$ cat config.mk
export PLATFORM = sky130hd
export DESIGN_NAME = sram_req_arbiter_flat
export DESIGN_NICKNAME = d
export VERILOG_FILES = /design/src/rtl/sram_req_arbiter_if.sv /design/src/rtl/sram_req_arbiter.sv /design/src/flat_wrapper.sv
export SDC_FILE = /design/constraint.sdc
export NUM_CORES = 1
export LEC_CHECK = 0
export ABC_AREA = 1
export BUFFER_PORTS_ARGS = -buffer_cell sky130_fd_sc_hd__buf_2
export CAP_MARGIN = 20
export CORE_AREA = 4 4 121 123
export CTS_BUF_LIST = sky130_fd_sc_hd__clkbuf_2
export CTS_CLUSTER_SIZE = 24
export DETAILED_ROUTE_END_ITERATION = 8
export DIE_AREA = 0 0 125 127
export GPL_ROUTABILITY_DRIVEN = 1
export PLACE_DENSITY = 0.52
export SETUP_SLACK_MARGIN = 0.4
export SYNTH_ARGS = -nofsm -noshare
export SYNTH_HDL_FRONTEND = slang
export SYNTH_SLANG_ARGS = --single-unit
export TNS_END_PERCENT = 30
$ cat constraint.sdc
create_clock -name clk -period 2.2 [get_ports clk]
set_input_delay 0.11 -clock clk [delete_from_list [all_inputs] [get_ports clk]]
set_output_delay 0.11 -clock clk [all_outputs]
set_load 0.03 [all_outputs]
$ cat src/rtl/sram_req_arbiter_if.sv
// One sram-like port: address-phase request fields plus addr_ok/data_ok/rdata handshake.
interface sram_req_arbiter_if;
    logic        req;
    logic        wr;
    logic [1:0]  size;
    logic [3:0]  wstrb;
    logic [31:0] addr;
    logic [31:0] wdata;
    logic        addr_ok;
    logic        data_ok;
    logic [31:0] rdata;

    modport master (
        output req, wr, size, wstrb, addr, wdata,
        input  addr_ok, data_ok, rdata
    );

    modport slave (
        input  req, wr, size, wstrb, addr, wdata,
        output addr_ok, data_ok, rdata
    );
endinterface

$ cat src/rtl/sram_req_arbiter.sv
// Two-master (inst/data) to one-slave sram-like arbiter with in-order response tag FIFO.
// Optional macro ARB_FAIRNESS_EN: grant inst after STARVE_MAX consecutive data grants.
//
// state     | meaning
// ST_IDLE   | free selection, data has priority (unless fairness overrides)
// ST_LOCK_I | inst request presented but not yet accepted; grant held
// ST_LOCK_D | data request presented but not yet accepted; grant held
module sram_req_arbiter #(
    parameter int DEPTH      = 4,
    parameter int PTR_W      = 2,
    parameter int STARVE_MAX = 4
) (
    input  logic             clk,
    input  logic             resetn,
    sram_req_arbiter_if.slave  i_port,
    sram_req_arbiter_if.slave  d_port,
    sram_req_arbiter_if.master s_port
);

    localparam int CNT_W = PTR_W + 1;

    typedef enum logic [1:0] {ST_IDLE, ST_LOCK_I, ST_LOCK_D} state_e;
    typedef enum logic [1:0] {SEL_NONE, SEL_INST, SEL_DATA} sel_e;

    state_e             state_q, state_d;
    sel_e               sel;
    logic [DEPTH-1:0]   tag_q, tag_d;
    logic [PTR_W-1:0]   wr_ptr_q, wr_ptr_d;
    logic [PTR_W-1:0]   rd_ptr_q, rd_ptr_d;
    logic [CNT_W-1:0]   count_q, count_d;
    logic               full;
    logic               sel_req;
    logic               accept;
    logic               pop;
    logic               head_tag;
    logic               fair_pick_inst;

    assign full = (count_q == CNT_W'(DEPTH));

`ifdef ARB_FAIRNESS_EN
    localparam int STV_W = $clog2(STARVE_MAX + 1);
    logic [STV_W-1:0] starve_q, starve_d;

    assign fair_pick_inst = (starve_q == STV_W'(STARVE_MAX));

    always_comb begin
        starve_d = starve_q;
        if (!i_port.req) begin
            starve_d = '0;
        end else if (accept && sel == SEL_INST) begin
            starve_d = '0;
        end else if (accept && sel == SEL_DATA && !fair_pick_inst) begin
            starve_d = starve_q + STV_W'(1);
        end
    end

    always_ff @(posedge clk) begin
        if (!resetn) starve_q <= '0;
        else         starve_q <= starve_d;
    end
`else
    assign fair_pick_inst = 1'b0;
`endif

    always_comb begin
        sel = SEL_NONE;
        unique case (state_q)
            ST_LOCK_I: sel = SEL_INST;
            ST_LOCK_D: sel = SEL_DATA;
            default: begin
                if (d_port.req && !(fair_pick_inst && i_port.req)) sel = SEL_DATA;
                else if (i_port.req)                               sel = SEL_INST;
            end
        endcase
    end

    always_comb begin
        sel_req      = 1'b0;
        s_port.wr    = 1'b0;
        s_port.size  = '0;
        s_port.wstrb = '0;
        s_port.addr  = '0;
        s_port.wdata = '0;
        if (sel == SEL_INST) begin
            sel_req      = i_port.req;
            s_port.wr    = i_port.wr;
            s_port.size  = i_port.size;
            s_port.wstrb = i_port.wstrb;
            s_port.addr  = i_port.addr;
            s_port.wdata = i_port.wdata;
        end else if (sel == SEL_DATA) begin
            sel_req      = d_port.req;
            s_port.wr    = d_port.wr;
            s_port.size  = d_port.size;
            s_port.wstrb = d_port.wstrb;
            s_port.addr  = d_port.addr;
            s_port.wdata = d_port.wdata;
        end
    end

    assign s_port.req     = sel_req && !full;
    assign i_port.addr_ok = (sel == SEL_INST) && s_port.addr_ok && !full;
    assign d_port.addr_ok = (sel == SEL_DATA) && s_port.addr_ok && !full;
    assign accept         = s_port.req && s_port.addr_ok;

    // Responses come back in acceptance order, so the FIFO head names the owner.
    assign pop            = s_port.data_ok && (count_q != '0);
    assign head_tag       = tag_q[rd_ptr_q];
    assign i_port.data_ok = pop && !head_tag;
    assign d_port.data_ok = pop && head_tag;
    assign i_port.rdata   = i_port.data_ok ? s_port.rdata : '0;
    assign d_port.rdata   = d_port.data_ok ? s_port.rdata : '0;

    always_comb begin
        state_d = state_q;
        unique case (state_q)
            ST_IDLE: begin
                if (s_port.req && !s_port.addr_ok)
                    state_d = (sel == SEL_DATA) ? ST_LOCK_D : ST_LOCK_I;
            end
            ST_LOCK_I: if (!i_port.req || accept) state_d = ST_IDLE;
            ST_LOCK_D: if (!d_port.req || accept) state_d = ST_IDLE;
            default:   state_d = ST_IDLE;
        endcase
    end

    always_comb begin
        tag_d    = tag_q;
        wr_ptr_d = wr_ptr_q;
        rd_ptr_d = rd_ptr_q;
        count_d  = count_q;
        if (accept) begin
            tag_d[wr_ptr_q] = (sel == SEL_DATA);
            wr_ptr_d        = wr_ptr_q + PTR_W'(1);
        end
        if (pop) rd_ptr_d = rd_ptr_q + PTR_W'(1);
        unique case ({accept, pop})
            2'b10:   count_d = count_q + CNT_W'(1);
            2'b01:   count_d = count_q - CNT_W'(1);
            default: count_d = count_q;
        endcase
    end

    always_ff @(posedge clk) begin
        if (!resetn) begin
            state_q  <= ST_IDLE;
            tag_q    <= '0;
            wr_ptr_q <= '0;
            rd_ptr_q <= '0;
            count_q  <= '0;
        end else begin
            state_q  <= state_d;
            tag_q    <= tag_d;
            wr_ptr_q <= wr_ptr_d;
            rd_ptr_q <= rd_ptr_d;
            count_q  <= count_d;
        end
    end

endmodule

$ cat src/flat_wrapper.sv
// flat-port wrapper written by rule: the top's interface ports become plain ports
module sram_req_arbiter_flat 
#(
    parameter int DEPTH      = 4,
    parameter int PTR_W      = 2,
    parameter int STARVE_MAX = 4
)
  (clk, resetn, i_port_req, i_port_wr, i_port_size, i_port_wstrb, i_port_addr, i_port_wdata, i_port_addr_ok, i_port_data_ok, i_port_rdata, d_port_req, d_port_wr, d_port_size, d_port_wstrb, d_port_addr, d_port_wdata, d_port_addr_ok, d_port_data_ok, d_port_rdata, s_port_req, s_port_wr, s_port_size, s_port_wstrb, s_port_addr, s_port_wdata, s_port_addr_ok, s_port_data_ok, s_port_rdata);
  sram_req_arbiter_if i_port_i ();
  sram_req_arbiter_if d_port_i ();
  sram_req_arbiter_if s_port_i ();
  input  logic clk;
  input  logic resetn;
  input wire logic [$bits(i_port_i.req)-1:0] i_port_req;
  input wire logic [$bits(i_port_i.wr)-1:0] i_port_wr;
  input wire logic [$bits(i_port_i.size)-1:0] i_port_size;
  input wire logic [$bits(i_port_i.wstrb)-1:0] i_port_wstrb;
  input wire logic [$bits(i_port_i.addr)-1:0] i_port_addr;
  input wire logic [$bits(i_port_i.wdata)-1:0] i_port_wdata;
  output wire logic [$bits(i_port_i.addr_ok)-1:0] i_port_addr_ok;
  output wire logic [$bits(i_port_i.data_ok)-1:0] i_port_data_ok;
  output wire logic [$bits(i_port_i.rdata)-1:0] i_port_rdata;
  input wire logic [$bits(d_port_i.req)-1:0] d_port_req;
  input wire logic [$bits(d_port_i.wr)-1:0] d_port_wr;
  input wire logic [$bits(d_port_i.size)-1:0] d_port_size;
  input wire logic [$bits(d_port_i.wstrb)-1:0] d_port_wstrb;
  input wire logic [$bits(d_port_i.addr)-1:0] d_port_addr;
  input wire logic [$bits(d_port_i.wdata)-1:0] d_port_wdata;
  output wire logic [$bits(d_port_i.addr_ok)-1:0] d_port_addr_ok;
  output wire logic [$bits(d_port_i.data_ok)-1:0] d_port_data_ok;
  output wire logic [$bits(d_port_i.rdata)-1:0] d_port_rdata;
  output wire logic [$bits(s_port_i.req)-1:0] s_port_req;
  output wire logic [$bits(s_port_i.wr)-1:0] s_port_wr;
  output wire logic [$bits(s_port_i.size)-1:0] s_port_size;
  output wire logic [$bits(s_port_i.wstrb)-1:0] s_port_wstrb;
  output wire logic [$bits(s_port_i.addr)-1:0] s_port_addr;
  output wire logic [$bits(s_port_i.wdata)-1:0] s_port_wdata;
  input wire logic [$bits(s_port_i.addr_ok)-1:0] s_port_addr_ok;
  input wire logic [$bits(s_port_i.data_ok)-1:0] s_port_data_ok;
  input wire logic [$bits(s_port_i.rdata)-1:0] s_port_rdata;
  assign i_port_i.req = i_port_req;
  assign i_port_i.wr = i_port_wr;
  assign i_port_i.size = i_port_size;
  assign i_port_i.wstrb = i_port_wstrb;
  assign i_port_i.addr = i_port_addr;
  assign i_port_i.wdata = i_port_wdata;
  assign i_port_addr_ok = i_port_i.addr_ok;
  assign i_port_data_ok = i_port_i.data_ok;
  assign i_port_rdata = i_port_i.rdata;
  assign d_port_i.req = d_port_req;
  assign d_port_i.wr = d_port_wr;
  assign d_port_i.size = d_port_size;
  assign d_port_i.wstrb = d_port_wstrb;
  assign d_port_i.addr = d_port_addr;
  assign d_port_i.wdata = d_port_wdata;
  assign d_port_addr_ok = d_port_i.addr_ok;
  assign d_port_data_ok = d_port_i.data_ok;
  assign d_port_rdata = d_port_i.rdata;
  assign s_port_req = s_port_i.req;
  assign s_port_wr = s_port_i.wr;
  assign s_port_size = s_port_i.size;
  assign s_port_wstrb = s_port_i.wstrb;
  assign s_port_addr = s_port_i.addr;
  assign s_port_wdata = s_port_i.wdata;
  assign s_port_i.addr_ok = s_port_addr_ok;
  assign s_port_i.data_ok = s_port_data_ok;
  assign s_port_i.rdata = s_port_rdata;
  sram_req_arbiter #(.DEPTH(DEPTH), .PTR_W(PTR_W), .STARVE_MAX(STARVE_MAX)) u_core (.clk(clk), .resetn(resetn), .i_port(i_port_i), .d_port(d_port_i), .s_port(s_port_i));
endmodule
==> flow_metrics.tcl, run 1 <==
set metrics [dict create \
    clk-insertion-delay-late_ps 290 \
    gp_congestion 0.841 \
    fin_cells 969 \
    ys_seq_area_frac 0.118 \
    start_util 0.162 \
    drt_iter0_markers 84 \
    cp.required_ps 2090 \
    finalMaxSlewViolations 0 \
    fillerInstances 1395 \
    dpl.hpwl_mm 10.4 \
    grt.overflow.total 0 \
    critPathKind "flip-flop to output pin" \
    crit_cells 13 \
    crit_family "buffers and inverters" \
    finalSetupViolations 35 \
    reg2reg_to "u_core.count_q[2]" \
    routed_wl_mm 14.7 \
    ys_types 20 \
    cp-endpoint "s_port_addr[4]" \
    antenna_left 0 \
    pin_count 320 \
    std_cell_rows 43 \
    netlist_instances 457 \
    track_usage 0.164 \
    power_density_mw_per_mm2 2060 \
    synth_ff_type "dfxtp_1" \
    cap_viol_max_count 0 \
    dr.pass1.iters 4 \
    cts_tree "done" \
    dieArea_mm2 0.0159 \
    synth_edf_count 0 \
    peakVddDrop_uv 1170 \
    failed_checks "setup timing" \
    fin_nets 977 \
    hold_viol 0 \
    dieHeight_um 127 \
    dp.cells 935 \
    worstRegToRegCells 16 \
    critPathCaptureType "output pin" \
    via_count 4212 \
    grt_max_degree 37 \
    crit_chain "buf_4, ha_1, inv_2, nand2_1, o21ai_4, buf_12, nor2_4, buf_12, buf_8, clkbuf_16, nand2_1, nand2_1, buf_6" \
    syn2layout_area_growth_pct 164 \
    grt_pass1_wl_mm 21.4 \
    grt_pass1_vias 4080 \
    ctsHtreeMaxLevel 1 \
    ctsRootBufferMaster "clkbuf_2" \
    cp_common_cell "nand2_1" \
    clock_sinks 13 \
    critPathArrivalTime_ps 2120 \
    post-route-min-period_ps 2230 \
    antenna_found_initial 3 \
    synth_area_per_cell_um2 4.83 \
    clockBufferDepth 2 \
    holdWs_ps 117 \
    io_buffers 319 \
    reg2reg_from "u_core.state_q[0]" \
    timing.fmax_mhz 448 \
    critPathLaunchType "flip-flop" \
    finalWorstSetupSlack_ps -32.1 \
    r2r_slack_ps -20 \
    relSlewSlack 0.761 \
    core_area_mm2 0.0137 \
    status "finished, violations left" \
    avgRoutedWirePerCell_um 15.2 \
    drc 0 \
    final_common_cell "buf_2" \
    rsz0062_at_grt "yes" \
    hold_buffers 0 \
    cp_slowest_stage_delay_ps 350 \
    synthArstFlopShare 0 \
    vias_per_cell 4.35 \
    fin_total_pwr_mw 12.0 \
    crit_buf_inv 7 \
    power_leakage_nw 3.41 \
    cp-startpoint "u_core.state_q[1]" \
    numCtsBuffers 3 \
    hold_class "input port to flip-flop" \
    slowest_stage "dfxtp_2" \
    layout_common_cells "buf_2 (202), nand3_1 (77), buf_6 (72)" \
    post-route-period-util 1.01 \
    die_x_um 125 \
    clk_pin_slew_ps 150 \
    ys_seq_elements 13 \
    syn_area_mm2 0.00221 \
    drive_gt1_frac 0.633 \
    worstMarginPinSlew_ps 356 \
    clock_skew_ps 18.7 \
    fin_util 0.427 \
    cp_max_fo 7 \
    synth_nets 646 \
    ys.warnings.count 0 \
]
-- routing by layer --
| metal | global-route usage | wire length, µm | part of all wire |
|---|---|---|---|
| met5 | 0 | 27 | 0.0018 |
| met4 | 0.0306 | 266 | 0.018 |
| met3 | 0.0535 | 1520 | 0.10 |
| met2 | 0.317 | 7810 | 0.53 |
| met1 | 0.175 | 5110 | 0.35 |
-- logic make-up (layout without fill, tap and decap cells) --
kind of cell | count (synthesis) | in the layout | share of synthesized area
compound gates | 31 | 31 | 0.0748
buf+inv | 85 | 415 | 0.156
flops | 13 | 13 | 0.118
fa+ha+maj | 9 | 9 | 0.0544
simple gates | 319 | 319 | 0.597
other cells | 0 | 2 | 0
-- worst min-delay path by stage --
stage               startpoint  cells past startpoint                 to  slack, ps
2_1_floorplan  s_port_rdata[0]                      2    d_port_rdata[0]        390
3_3_place_gp            resetn                      3  u_core.state_q[1]        450
3_5_place_dp            resetn                      3  u_core.state_q[1]        440
4_1_cts                 resetn                      3  u_core.state_q[1]        100
5_1_grt                 resetn                      3  u_core.state_q[1]        100
6_report                resetn                      3  u_core.state_q[0]        120
-- layout make-up --
type / count / area (µm²) / area share
Tap cell: 180 / 225 / 0.0386
Timing Repair Buffer: 355 / 2810 / 0.481
Antenna cell: 2 / 5.00 / 0.000857
Multi-Input combinational cell: 359 / 2300 / 0.393
Sequential cell: 13 / 264 / 0.0452
Clock buffer: 4 / 20.0 / 0.00343
Inverter: 56 / 218 / 0.0373
-- where the power goes --
| group | total [mW] | switching [mW] | internal, mW |
|---|---|---|---|
| clock network | 0.134 | 0.0857 | 0.0482 |
| registers | 0.370 | 0.0654 | 0.304 |
| logic | 11.5 | 6.52 | 5.02 |
-- state kept, by name, indices dropped and copies added (netlist names) --
register / cells
u_core.count_q: 3
u_core.state_q: 2
u_core.rd_ptr_q: 2
u_core.wr_ptr_q: 2
u_core.tag_q: 4
-- metrics by stage --
| stage | worst slack [ps] | cell area [µm²] | setup TNS, ps |
|---|---|---|---|
| after floorplan | 104 | 2260 | 0 |
| after global placement | 88.2 | 4070 | 0 |
| after detailed placement | 45.6 | 4070 | 0 |
| after CTS | -19.2 | 5190 | -50.7 |
| after global routing | -162 | 5840 | -8080 |
| final | -32.1 | 5840 | -425 |
-- worst min-delay path: stages --
cell and delay (ps):
buf_2 160, nand2_1 80, nor2_1 30
-- synth_stat cells (2+ instances only) --
cell	number	share of area
inv_1	55	0.093
nand2_1	161	0.27
nor3_1	2	0.0045
ha_1	8	0.045
nand2_2	4	0.011
buf_4	3	0.010
clkbuf_1	18	0.031
o21ai_0	10	0.023
buf_2	8	0.018
dfxtp_1	13	0.12
nand3_1	79	0.18
a21oi_1	18	0.041
nor2_1	71	0.12
-- what timing repair did --
action,in CTS,in global routing
cloned,9,4
gates resized for setup,236,157
buffers inserted,13,2
endpoints found under the setup margin,148,150
pin swaps,27,21
(Power assumes the default switching activity.)
==> inputs of run 2 (changes only) <==
Settings changed: PLACE_DENSITY 0.52 to unset.
==> flow_metrics.tcl, run 2 (synthesized netlist as in run 1, its figures left out) <==
set metrics [dict create \
    status "finished, violations left" \
    failed_checks "setup timing" \
    dpl.hpwl_mm 9.49 \
    cp_max_fo 5 \
    cap_viol_max_count 0 \
    io_buffers 319 \
    regArea_um2 264 \
    netSwitchingPower_mw 6.48 \
    post-route-min-period_ps 2320 \
    post-route-period-util 1.06 \
    drive_gt1_frac 0.546 \
    placed_area_mm2 0.00405 \
    p_int_mw 5.41 \
    setup_tns_ps -2210 \
    fin_util 0.398 \
    avgRoutedWirePerCell_um 15.2 \
    via_count 4152 \
    grt.overflow.total 0 \
    std_cell_rows 43 \
    start_util 0.162 \
    fin_nets 983 \
    largest_reg_flops 4 \
    power_leakage_nw 3.28 \
    clk-insertion-delay-late_ps 280 \
    cts_tree "done" \
    power_density_mw_per_mm2 2190 \
    clockPowerShare 0.011 \
    antenna_left 0 \
    routed_wl_mm 14.8 \
    vias_per_cell 4.27 \
    netSwitchingFraction 0.545 \
    core_area_mm2 0.0137 \
    pre_cts_slack_ps 40.3 \
    finalMaxSlewViolations 0 \
    holdWs_ps 132 \
    regMostFlops "u_core.tag_q" \
    final_common_cell "buf_2" \
    critPathKind "flip-flop to flip-flop" \
    dp.cells 934 \
    drt_iter0_markers 135 \
    grt_pass1_wl_mm 21.2 \
    die_x_um 125 \
    clk_pin_slew_ps 140 \
    multi_input_area_mm2 0.00190 \
    finalWorstSetupSlack_ps -123 \
    peakVddDrop_uv 1390 \
    grt_max_degree 37 \
    relSlewSlack 0.722 \
    timing.fmax_mhz 431 \
    antenna_found_initial 2 \
    rsz0062_at_grt "yes" \
    ctsHtreeMaxLevel 1 \
    track_usage 0.163 \
    top_regs "u_core.tag_q x4, u_core.count_q x3" \
    clock_skew_ps 20.6 \
    stdcell_area_mm2 0.00544 \
    critPathCaptureType "flip-flop" \
    critPathLaunchType "flip-flop" \
    hold_class "input port to flip-flop" \
    fillerInstances 1402 \
    fin_total_pwr_mw 11.9 \
    antenna_cells 0 \
    fin_cells 973 \
    critPathArrivalTime_ps 2480 \
    seqPwrFrac 0.030 \
    syn2layout_area_growth_pct 146 \
    grt_pass1_vias 4043 \
    finalSetupViolations 69 \
    dieArea_mm2 0.0159 \
    numCtsBuffers 3 \
    gp_congestion 0.821 \
    combPwrFrac 0.959 \
    hold_viol 0 \
    cp.required_ps 2360 \
    clockBufferDepth 2 \
    dieHeight_um 127 \
    drc 0 \
    clock_sinks 13 \
    worstMarginPinSlew_ps 413 \
    pin_count 320 \
    ctsRootBufferMaster "clkbuf_2" \
    dr.pass1.iters 4 \
    layout_common_cells "buf_2 (241), nand2_1 (125), buf_6 (79)" \
]
==> run 2: cell count changes in the layout (fill, tap and decap cells not counted), sizes merged <==
cell    previous run  this run
diode              2         0
bufbuf             2         4
clkbuf            45        12
buf              312       349
==> run 2: critical path, stage by stage, from the launching register on <==
cell and delay (ps):
dfxtp_2 370, inv_2 50, ha_4 320, nand2_1 130, inv_1 130, a21oi_4 50
nand3_2 80, nand2_2 80, nand2_4 70, ha_4 130, inv_4 40, fa_2 370
a21oi_2 130, o21ai_1 90, o21ai_1 120, a21oi_1 50
==> run 2: routing by layer <==
metal	part of all wire	global-route usage	vias up	routed length, µm
met5	0.0018	0	-	27
met4	0.032	0.0555	4	475
met3	0.098	0.0460	26	1450
met2	0.53	0.312	243	7860
met1	0.34	0.172	1793	5010
li1	-	-	2086	-
==> run 2: what timing repair did <==
item,CTS,global route
setup buffers,16,3
pin swaps,13,22
hold buffers,0,0
cloned,12,4
setup endpoints to repair,149,139
resized for setup,211,38
==> run 2: final timing paths <==
kind                     startpoint           endpoint  slack (ps)  depth (start not counted)
setup reg to reg  u_core.state_q[1]  u_core.count_q[2]        -120                         15
hold / removal               resetn  u_core.state_q[1]         130                          3
hold reg to reg     u_core.tag_q[3]    u_core.tag_q[3]         480                          2
setup / recovery  u_core.state_q[1]  u_core.count_q[2]        -120                         15
==> run 2: final cells by class <==
| cell class | instances | share of cell area |
|---|---|---|
| sequential | 13 | 0.0485 |
| timing repair buffer | 361 | 0.515 |
| clock buffer | 4 | 0.00368 |
| inverter | 56 | 0.0409 |
| multi-input combinational | 359 | 0.350 |
| tap | 180 | 0.0414 |
==> run 2: power groups by stage <==
stage          registers [mW]  clock network [mW]  logic (mW)
2_1_floorplan           0.354                   0        4.70
3_3_place_gp            0.366                   0        6.62
3_5_place_dp            0.369                   0        6.64
4_1_cts                 0.357               0.131        10.6
5_1_grt                 0.371               0.141        12.0
6_report                0.360               0.128        11.4
==> inputs of run 3 (changes only) <==
Settings changed: CORE_AREA 4 4 121 123 to 2 2 123 125.
==> flow_metrics.tcl, run 3 (synthesized netlist as in run 1, its figures left out) <==
set metrics [dict create \
    finalSetupViolations 4 \
    clk-insertion-delay-late_ps 280 \
    critPathKind "flip-flop to flip-flop" \
    worstMarginPinSlew_ps 369 \
    antenna_cells 0 \
    die_x_um 125 \
    routed_wl_mm 12.9 \
    cap_viol_max_count 0 \
    hold_class "input port to flip-flop" \
    peakVddDrop_uv 1050 \
    clock_skew_ps 17.4 \
    drive_gt1_frac 0.569 \
    syn2layout_area_growth_pct 143 \
    dieHeight_um 127 \
    regMostFlops "u_core.tag_q" \
    fin_total_pwr_mw 10.7 \
    antenna_found_initial 0 \
    numCtsBuffers 3 \
    finalWorstSetupSlack_ps -13.1 \
    grt.overflow.total 0 \
    failed_checks "setup timing" \
    hold_viol 0 \
    top_regs "u_core.tag_q x4, u_core.count_q x3" \
    avgRoutedWirePerCell_um 13.2 \
    std_cell_rows 44 \
    critPathArrivalTime_ps 2400 \
    cts_tree "done" \
    relSlewSlack 0.752 \
    clock_sinks 13 \
    power_density_mw_per_mm2 1990 \
    dr.pass1.iters 5 \
    cp.required_ps 2390 \
    grt_pass1_vias 3624 \
    track_usage 0.139 \
    post-route-min-period_ps 2210 \
    pre_cts_slack_ps 71.1 \
    power_leakage_nw 3.19 \
    core_area_mm2 0.0144 \
    timing.fmax_mhz 452 \
    rsz0062_at_grt "yes" \
    grt_pass1_wl_mm 18.3 \
    finalMaxSlewViolations 0 \
    start_util 0.153 \
    cp_max_fo 5 \
    largest_reg_flops 4 \
    ctsRootBufferMaster "clkbuf_2" \
    fin_nets 978 \
    grt_max_degree 47 \
    antenna_left 0 \
    regArea_um2 264 \
    clk_pin_slew_ps 140 \
    io_buffers 319 \
    status "finished, violations left" \
    layout_common_cells "buf_2 (219), nand2_1 (99), nand3_1 (78)" \
    clockBufferDepth 2 \
    dpl.hpwl_mm 9.21 \
    drc 0 \
    final_common_cell "buf_2" \
    holdWs_ps 141 \
    via_count 4117 \
    multi_input_area_mm2 0.00193 \
    critPathCaptureType "flip-flop" \
    setup_tns_ps -19.1 \
    gp_congestion 0.718 \
    dieArea_mm2 0.0159 \
    post-route-period-util 1.01 \
    critPathLaunchType "flip-flop" \
    fillerInstances 1545 \
    drt_iter0_markers 131 \
    ctsHtreeMaxLevel 1 \
    pin_count 320 \
    vias_per_cell 4.24 \
]
## run 3: changes by cell type in the layout (fill, tap and decap cells not counted), sizes merged
| cell | before | now |
|---|---|---|
| bufbuf | 4 | 0 |
| buf | 349 | 326 |
| clkbuf | 12 | 34 |
## run 3: path summary, 6_finish.rpt
check	from	to	slack [ps]	depth (start not counted)
min reg2reg	u_core.tag_q[2]	u_core.tag_q[2]	480	2
max	u_core.state_q[1]	u_core.count_q[2]	-10	16
max reg2reg	u_core.state_q[1]	u_core.count_q[2]	-10	16
min	resetn	u_core.state_q[0]	140	3
## run 3: power by group
group,switching (mW),internal (mW)
Sequential,0.0609,0.305
Clock,0.0816,0.0482
Combinational,5.83,4.35
Total,5.97,4.70
## run 3: per-layer routing
layer	GRT usage	part of all wire
met2	0.285	0.56
met1	0.148	0.36
met3	0.0306	0.078
met5	0	0
met4	0.0150	0.0049
## run 3: through the flow
| step | instances | cell area (µm²) | util |
|---|---|---|---|
| after floorplan | 457 | 2260 | - |
| after global placement | 942 | 4070 | 0.282 |
| after detailed placement | 942 | 4070 | 0.282 |
| after CTS | 964 | 4670 | 0.323 |
| after global routing | 972 | 5370 | 0.372 |
| final | 972 | 5370 | 0.372 |
## run 3: area by class of cell
cell class	instances	share of cell area
well taps	184	0.0429
repair buffers	356	0.504
clock buffers	4	0.00373
multi-input cells	359	0.360
flip-flops and latches	13	0.0492
inverters	56	0.0406
## run 3: worst max-delay path: stages (launching register included)
cell	delay (ps)
dfxtp_2	370
inv_2	50
ha_4	290
nor2_4	40
nand2_1	70
nand2_2	80
buf_6	130
nand3_2	60
nand2_2	80
nand2_4	70
ha_4	130
inv_4	30
fa_2	340
a21oi_2	110
o21ai_1	90
o21ai_1	120
a21oi_1	50
## run 3: repair_timing
item | 4_1_cts | 5_1_grt
buffers inserted | 13 | 5
endpoints found under the setup margin | 147 | 150
hold buffers | 0 | 0
pin swaps | 6 | 20
gates resized for setup | 99 | 209
cloned | 5 | 3
